`config.mk`:
```
export PLATFORM = sky130hd
export DESIGN_NAME = regfile_wb_arbiter
export DESIGN_NICKNAME = d
export VERILOG_FILES = /design/src/rtl/mips_pkg.sv /design/src/rtl/wb_slot.sv /design/src/rtl/regfile_wb_arbiter.sv
export SDC_FILE = /design/constraint.sdc
export NUM_CORES = 1
export LEC_CHECK = 0
export CAP_MARGIN = 30
export CORE_MARGIN = 3
export CORE_UTILIZATION = 47
export CTS_BUF_LIST = sky130_fd_sc_hd__clkbuf_16
export CTS_CLUSTER_DIAMETER = 200
export DETAILED_ROUTE_END_ITERATION = 8
export GPL_ROUTABILITY_DRIVEN = 0
export PLACE_DENSITY = 0.89
export SYNTH_ARGS = -nofsm -noshare
export SYNTH_HDL_FRONTEND = slang
export SYNTH_SLANG_ARGS = --single-unit
```
`constraint.sdc`:
```
create_clock -name clk -period 2.1 [get_ports clk]
set_input_delay 0.63 -clock clk [delete_from_list [all_inputs] [get_ports clk]]
set_output_delay 0.63 -clock clk [all_outputs]
set_load 0.02 [all_outputs]
```
`src/rtl/mips_pkg.sv`:
```
// mips_pkg
// Shared definitions for the register-file writeback path.
//   DATA_W   : write-data width
//   REG_AW   : register index width
//   NUM_REGS : number of architectural registers
//   wb_req_t : one buffered writeback request {register index, data}
package mips_pkg;

    localparam int DATA_W   = 32;
    localparam int REG_AW   = 5;
    localparam int NUM_REGS = 32;

    typedef struct packed {
        logic [REG_AW-1:0] idx;
        logic [DATA_W-1:0] data;
    } wb_req_t;

endpackage

```
`src/rtl/wb_slot.sv`:
```
// wb_slot
// One-entry writeback buffer with a full flag.
//   clk, rst  : clock, synchronous active-high reset
//   load_i    : capture reg_i/data_i and mark the slot full
//   clear_i   : mark the slot empty (ignored when load_i is also high)
//   reg_i     : destination register of the incoming request
//   data_i    : data of the incoming request
//   full_o    : slot holds a request
//   reg_o     : buffered destination register
//   data_o    : buffered data
module wb_slot #(
    parameter int DATA_W = mips_pkg::DATA_W,
    parameter int REG_AW = mips_pkg::REG_AW
) (
    input  logic              clk,
    input  logic              rst,
    input  logic              load_i,
    input  logic              clear_i,
    input  logic [REG_AW-1:0] reg_i,
    input  logic [DATA_W-1:0] data_i,
    output logic              full_o,
    output logic [REG_AW-1:0] reg_o,
    output logic [DATA_W-1:0] data_o
);

    logic              full_q;
    logic [REG_AW-1:0] reg_q;
    logic [DATA_W-1:0] data_q;

    // A load in the same cycle as a clear is a refill: the slot drains its
    // old entry to the write port and takes the new one at the same edge.
    always_ff @(posedge clk) begin
        if (rst) begin
            full_q <= 1'b0;
            reg_q  <= '0;
            data_q <= '0;
        end else if (load_i) begin
            full_q <= 1'b1;
            reg_q  <= reg_i;
            data_q <= data_i;
        end else if (clear_i) begin
            full_q <= 1'b0;
        end
    end

    assign full_o = full_q;
    assign reg_o  = reg_q;
    assign data_o = data_q;

endmodule

```
`src/rtl/regfile_wb_arbiter.sv`:
```
// regfile_wb_arbiter
// Merges ALU and load (MEM) writebacks onto the single register-bank write
// port. Each source owns a one-entry slot; the older full slot is granted
// each cycle, with MEM winning a tie, so same-register writes land in
// acceptance order.
//   clk, rst                         : clock, synchronous active-high reset
//   alu_valid/alu_ready/alu_reg/alu_data : ALU writeback handshake
//   mem_valid/mem_ready/mem_reg/mem_data : load writeback handshake
//   RegWrite, WriteRegister, WriteData   : register-bank write port
//   pending                          : per-register "write in flight" mask
module regfile_wb_arbiter #(
    parameter int DATA_W   = mips_pkg::DATA_W,
    parameter int NUM_REGS = mips_pkg::NUM_REGS,
    parameter int REG_AW   = mips_pkg::REG_AW
) (
    input  logic                clk,
    input  logic                rst,
    input  logic                alu_valid,
    output logic                alu_ready,
    input  logic [REG_AW-1:0]   alu_reg,
    input  logic [DATA_W-1:0]   alu_data,
    input  logic                mem_valid,
    output logic                mem_ready,
    input  logic [REG_AW-1:0]   mem_reg,
    input  logic [DATA_W-1:0]   mem_data,
    output logic                RegWrite,
    output logic [REG_AW-1:0]   WriteRegister,
    output logic [DATA_W-1:0]   WriteData,
    output logic [NUM_REGS-1:0] pending
);

    logic              aluFull, memFull;
    logic [REG_AW-1:0] aluSlotReg, memSlotReg;
    logic [DATA_W-1:0] aluSlotData, memSlotData;
    logic              aluGrant, memGrant, anyGrant;
    logic              aluLoad, memLoad;
    logic              aluRemain, memRemain;
    logic              aluAge_q, aluAge_d;
    logic              memAge_q, memAge_d;
    logic [REG_AW-1:0] grantReg;
    logic [DATA_W-1:0] grantData;
    logic              RegWrite_q;
    logic [REG_AW-1:0] WriteRegister_q;
    logic [DATA_W-1:0] WriteData_q;

    wb_slot #(.DATA_W(DATA_W), .REG_AW(REG_AW)) uAluSlot (
        .clk     (clk),
        .rst     (rst),
        .load_i  (aluLoad),
        .clear_i (aluGrant),
        .reg_i   (alu_reg),
        .data_i  (alu_data),
        .full_o  (aluFull),
        .reg_o   (aluSlotReg),
        .data_o  (aluSlotData)
    );

    wb_slot #(.DATA_W(DATA_W), .REG_AW(REG_AW)) uMemSlot (
        .clk     (clk),
        .rst     (rst),
        .load_i  (memLoad),
        .clear_i (memGrant),
        .reg_i   (mem_reg),
        .data_i  (mem_data),
        .full_o  (memFull),
        .reg_o   (memSlotReg),
        .data_o  (memSlotData)
    );

    // Age bit set means "this slot is the oldest entry". ALU only wins when
    // it is strictly older; equal age (same-edge load) falls through to MEM.
    // Ready is a function of slot state only, so valid never loops back.
    always_comb begin
        aluGrant  = aluFull && (!memFull || (aluAge_q && !memAge_q));
        memGrant  = memFull && !aluGrant;
        anyGrant  = aluGrant || memGrant;
        alu_ready = !aluFull || aluGrant;
        mem_ready = !memFull || memGrant;
        aluLoad   = alu_valid && alu_ready;
        memLoad   = mem_valid && mem_ready;
        aluRemain = aluFull && !aluGrant;
        memRemain = memFull && !memGrant;
        grantReg  = aluGrant ? aluSlotReg  : memSlotReg;
        grantData = aluGrant ? aluSlotData : memSlotData;
    end

    // A freshly loaded slot is younger only if the other slot stays full
    // across the edge. A slot that survives an edge is always the oldest,
    // since one grant per cycle means the other slot was drained or empty.
    always_comb begin
        aluAge_d = 1'b0;
        memAge_d = 1'b0;
        if (aluLoad) begin
            aluAge_d = !memRemain;
        end else if (aluRemain) begin
            aluAge_d = 1'b1;
        end
        if (memLoad) begin
            memAge_d = !aluRemain;
        end else if (memRemain) begin
            memAge_d = 1'b1;
        end
    end

    // Write port register: register 0 grants are consumed but never raise
    // RegWrite. Index/data only move on a grant so they hold when idle.
    always_ff @(posedge clk) begin
        if (rst) begin
            aluAge_q        <= 1'b0;
            memAge_q        <= 1'b0;
            RegWrite_q      <= 1'b0;
            WriteRegister_q <= '0;
            WriteData_q     <= '0;
        end else begin
            aluAge_q   <= aluAge_d;
            memAge_q   <= memAge_d;
            RegWrite_q <= anyGrant && (grantReg != '0);
            if (anyGrant) begin
                WriteRegister_q <= grantReg;
                WriteData_q     <= grantData;
            end
        end
    end

    assign RegWrite      = RegWrite_q;
    assign WriteRegister = WriteRegister_q;
    assign WriteData     = WriteData_q;

    // Register 0 is hardwired, so its bit is never reported as pending.
    always_comb begin
        pending = '0;
        for (int i = 1; i < NUM_REGS; i++) begin
            pending[i] = (aluFull && (aluSlotReg == REG_AW'(i))) ||
                         (memFull && (memSlotReg == REG_AW'(i))) ||
                         (RegWrite_q && (WriteRegister_q == REG_AW'(i)));
        end
    end

endmodule
```
After elaboration in Yosys (flattened, before gate mapping)
Cells that the tools add are included.
- reduce and logical (&&, ||, !) cells: 177
- equality and inequality tests: 93
- muxes and demuxes: 10
- operator list (operator ; count):
    $eq A5 B5 Y1 const B ; 48
    $eq A5 B4 Y1 const B ; 24
    $logic_and A1 B1 Y1 ; 101
    $logic_or A1 B1 Y1 ; 66
    $eq A5 B3 Y1 const B ; 12
    $mux W32 ; 1
    $eq A5 B2 Y1 const B ; 6
    $eq A5 B1 Y1 const B ; 3
    $mux W1 ; 8
    $logic_not A1 Y1 ; 7
    $mux W5 ; 1
    $reduce_bool A5 Y1 ; 1
    $reduce_bool A2 Y1 ; 2
- output and inout port bits: 72
- bits of input ports: 78
- register bits after elaboration: 116
- logic and storage cells: 291

Depth between registers and ports, before layout
- depth in word-level cells: 10
- gate-level depth with buffers: 9
- depth with buffers taken out: 6

Cells and area by module
A second synthesis with hierarchy kept.
- cell total of the unflattened synthesis: 541
- area total of the unflattened synthesis: 5226.3 µm²
- modules (own cells, without submodules) (module ; times used ; sequential area each (µm²) ; area an instance (µm²) ; cells an instance):
    wb_slot ; 2 ; 760.7 ; 1361.3 ; 123
    regfile_wb_arbiter ; 1 ; 800.8 ; 2503.7 ; 295

Worst setup path before layout
Ideal clock, no wire load.
- path kind: flip-flop to output port
- start point: register WriteRegister_q[1] (netlist: WriteRegister[1])
- end point: output port pending[12]
- path slack: 0.270 ns
- arrival time: 1.200 ns
- stages on the path, launching flop included: 5
- required time: 1.470 ns
- path buffers: 0
- cell sequence: dfxtp_1 > nand2b_1 > nor3_1 > a222oi_1 > inv_1
- cells in the longest elaborated chain, start to end: 3
- RTL lines (item ; RTL line ; RTL):
    from (decl) ; regfile_wb_arbiter.sv:43 ; logic [REG_AW-1:0] WriteRegister_q;
    from (signal assigned) ; regfile_wb_arbiter.sv:119 ; WriteRegister_q <= grantReg;
    $eq A5 B4 Y1 ; regfile_wb_arbiter.sv:135 ; (RegWrite_q && (WriteRegister_q == REG_AW'(i)));
    $logic_and A1 B1 Y1 ; regfile_wb_arbiter.sv:135 ;
    $logic_or A1 B1 Y1 ; regfile_wb_arbiter.sv:134 ; (memFull && (memSlotReg == REG_AW'(i))) ||
    to (decl) ; regfile_wb_arbiter.sv:29 ; output logic [NUM_REGS-1:0] pending
Every way passes these cells.

Worst setup path in the final report
- start point: register WriteRegister_q[0] (netlist: WriteRegister[0])
- end point: output port pending[16]
- cells in the longest elaborated chain, start to end: 3
- RTL lines (item ; RTL line):
    $eq A5 B5 Y1 ; regfile_wb_arbiter.sv:135
    $logic_and A1 B1 Y1 ; regfile_wb_arbiter.sv:135
    $logic_or A1 B1 Y1 ; regfile_wb_arbiter.sv:134
Every way passes these cells.

==> results <==
==> worst paths after layout <==
kind | to | start
worst max-delay path | pending[16] | WriteRegister[0]
worst min-delay path | WriteData[18] | uAluSlot.data_o[18]
worst max register to register | uMemSlot.reg_o[0] | uAluSlot.full_o
worst min register to register | WriteData[18] | uAluSlot.data_o[18]
==> metal layers <==
layer	global-route usage (%)	up-vias
li1	-	2615
met1	32.3	2713
met2	51.6	408
met3	6.75	111
met4	15.8	0
met5	0	-
==> registers in the layout, summed over array words and instances, names as in the netlist <==
signal / count
aluAge_q: 1
WriteData: 32
uAluSlot.full_o: 1
uMemSlot.full_o: 1
uMemSlot.reg_o: 5
memAge_q: 1
uAluSlot.reg_o: 5
WriteRegister: 5
uAluSlot.data_o: 32
RegWrite: 1
uMemSlot.data_o: 32
==> area by class of cell <==
class	count	share of cell area (%)
clock buffers	17	5.21
inverters	6	0.276
well taps	136	2.09
clock inverters	15	1.92
repair buffers	227	27.1
multi-input cells	499	34.3
flip-flops and latches	116	29.1
==> power groups by stage <==
stage               Clock (mW)  Combinational (mW)  Sequential [mW]
detailed placement           0               0.721             2.44
global placement             0               0.700             2.43
CTS                       2.82               0.754             2.40
global route              2.94               0.898             2.42
floorplan                    0               0.326             2.45
finish                    2.83               0.848             2.41
==> cell usage in the layout (no fill, tap or decap), types with 2 or more instances in the layout <==
cell type / count
a21oi_1: 78
a222oi_1: 3
a22oi_1: 47
a22oi_2: 18
and2_4: 3
buf_12: 7
buf_2: 6
buf_4: 59
buf_6: 38
buf_8: 2
bufinv_16: 2
clkbuf_16: 17
clkdlybuf4s50_1: 108
clkinv_2: 2
clkinv_4: 3
clkinvlp_4: 4
dfxtp_1: 98
dfxtp_2: 6
dfxtp_4: 12
dlygate4sd2_1: 5
inv_1: 6
inv_6: 3
nand2_1: 282
nand2_4: 6
nand2b_1: 3
nand2b_4: 8
nor2_1: 7
nor2_2: 2
nor2_4: 17
nor2b_1: 3
nor2b_4: 3
nor3_4: 6
==> cell families (layout without fill, tap and decap cells) <==
group	count (synthesis)	after routing	synth area share, %
and+or+nand+nor	345	345	27.8
other	1	1	0.0743
buffers and inverters	50	265	6.37
AOI/OAI and AO/OA	153	153	19.7
DFF	116	116	46.0
==> worst register-to-register path: cells and delay by family, from the launching register on <==
| kind | cells | cell delay, ns |
|---|---|---|
| AND/OR/NAND/NOR | 4 | 0.71 |
| flip-flops | 1 | 0.38 |
| buffers and inverters | 3 | 0.34 |
| AO/OA/AOI/OAI | 1 | 0.20 |
==> through the flow <==
| stage | cell area [sq um] | cells | power (mW) |
|---|---|---|---|
| 5_1_grt | 8160 | 1016 | 6.25 |
| 6_report | 8160 | 1016 | 6.08 |
| 3_3_place_gp | 6900 | 959 | 3.13 |
| 2_1_floorplan | 5050 | 665 | 2.78 |
| 4_1_cts | 7680 | 994 | 5.98 |
| 3_5_place_dp | 6900 | 959 | 3.16 |
==> repair_timing <==
item,in CTS,in global routing
gates resized for setup,229,97
hold buffers,0,0
endpoints found under the setup margin,38,31
buffers inserted,5,23
pin swaps,14,28
==> flow_metrics.tcl <==
set metrics [dict create \
    status "complete, but fails checks" \
    violations "negative setup slack" \
    die_area_sq_mm 0.0120 \
    synth.cell_area_sq_mm 0.00505 \
    grt_first_pass_wirelength_mm 27.3 \
    clock-skew-final_ns 0.0179 \
    clock_latency_ns 0.41 \
    wl_met3_mm 1.76 \
    final.period_utilization_pct 115 \
    ys.flop_type "dfxtp_1" \
    crit_family "compound AO/OA/AOI/OAI gates" \
    detail_route.wl_per_cell_um 19.3 \
    synth.top_cell.area_share_pct 46.0 \
    r2r_slack_ns 0.38 \
    synth_area_leaders "dfxtp_1 46%, nand2_1 21%, a22oi_1 9.7%" \
    max_stage_delay_ns 0.41 \
    clk_path_buf_depth 2 \
    yosys_warnings 0 \
    initial_core_util_pct 48.7 \
    combPwrFrac_pct 13.9 \
    h-tree-depth 4 \
    grt_usage_pct 29.2 \
    place_hpwl_mm 11.3 \
    worst-setup-path-type "reg2out" \
    crit_buf_inv 2 \
    whs_path_depth 2 \
    io_pins 150 \
    max_freq_mhz 415 \
    hold_violations 0 \
    dp_worst_setup_slack_ns -0.293 \
    port_buffers 148 \
    grt_antenna_before_repair 0 \
    multiInputGateArea_sq_mm 0.00280 \
    nets 945 \
    dr.pass1.iters 6 \
    synthTopCellsByCount "287 x nand2_1, 116 x dfxtp_1, 78 x a21oi_1" \
    cp_max_fo 7 \
    synth.most_common_cell "nand2_1" \
    avgViaCountPerCell 5.75 \
    clkPwrFrac_pct 46.5 \
    period_minus_slack_ns 2.41 \
    cts_buffers 17 \
    drc 0 \
    num_rows 37 \
    power_switching_mw 1.61 \
    rr_worst_depth 8 \
    cts.clk_slew.worst_paths_ns 0.06 \
    grt_setup_unrepaired "yes" \
    vias 5847 \
    ys_seq_area_share_pct 46.0 \
    fin_ws_ns -0.312 \
    wirelength_mm 19.6 \
    worstPathArrival_ns 1.78 \
    overflow 0 \
    diodes 0 \
    n_fill_cell 639 \
    maxSlewViolCount 0 \
    syn-num-nets 743 \
    max_cap_violations 0 \
    whs_ns 0.440 \
    switching_share_pct 26.4 \
    synth_edf_count 0 \
    hold_path.class "reg2reg" \
    synthDistinctLibCells 34 \
    drtAntennaViolNets 0 \
    core_sq_mm 0.0104 \
    worstPathCellList "nand2b_1, nor2_4, a222oi_1, inv_1, buf_6" \
    p_per_area_mw_per_mm2 745 \
    sequentialPowerShare_pct 39.6 \
    routedLengthMet1_mm 6.69 \
    synth_cells 665 \
    cpMaxStageDelayCell "a222oi_1" \
    crit_cells 5 \
    fin_setup_tns_ns -4.28 \
    drive_gt1_share_pct 26.6 \
    postSynthAreaPerCell_sq_um 7.59 \
    synthArstFlopShare_pct 0 \
    area_delta_synth_final_pct 61.6 \
    vdd_drop_max_mv 0.541 \
    clock-root-buffer "clkbuf_16" \
    die_h_um 110 \
    leakage_nw 3.47 \
    endpoint_kind "output port" \
    die_width_um 110 \
    seqCellArea_sq_mm 0.00237 \
    required_ns 1.47 \
    cts_tree "done" \
    critPathLaunchType "flip-flop" \
    setup-violations-final 32 \
    cts_sinks 116 \
    top_layer "met4" \
    ys_ff_latch 116 \
    grt_pass1_vias 5605 \
    drt-initial-drc-count 605 \
    internal_power_mw 4.47 \
    synth_area_leader_cell "dfxtp_1" \
    grt_max_degree 43 \
    postLayoutCoreUtil_pct 78.7 \
    wl_met2_mm 9.83 \
]
(Power assumes the default switching activity.)
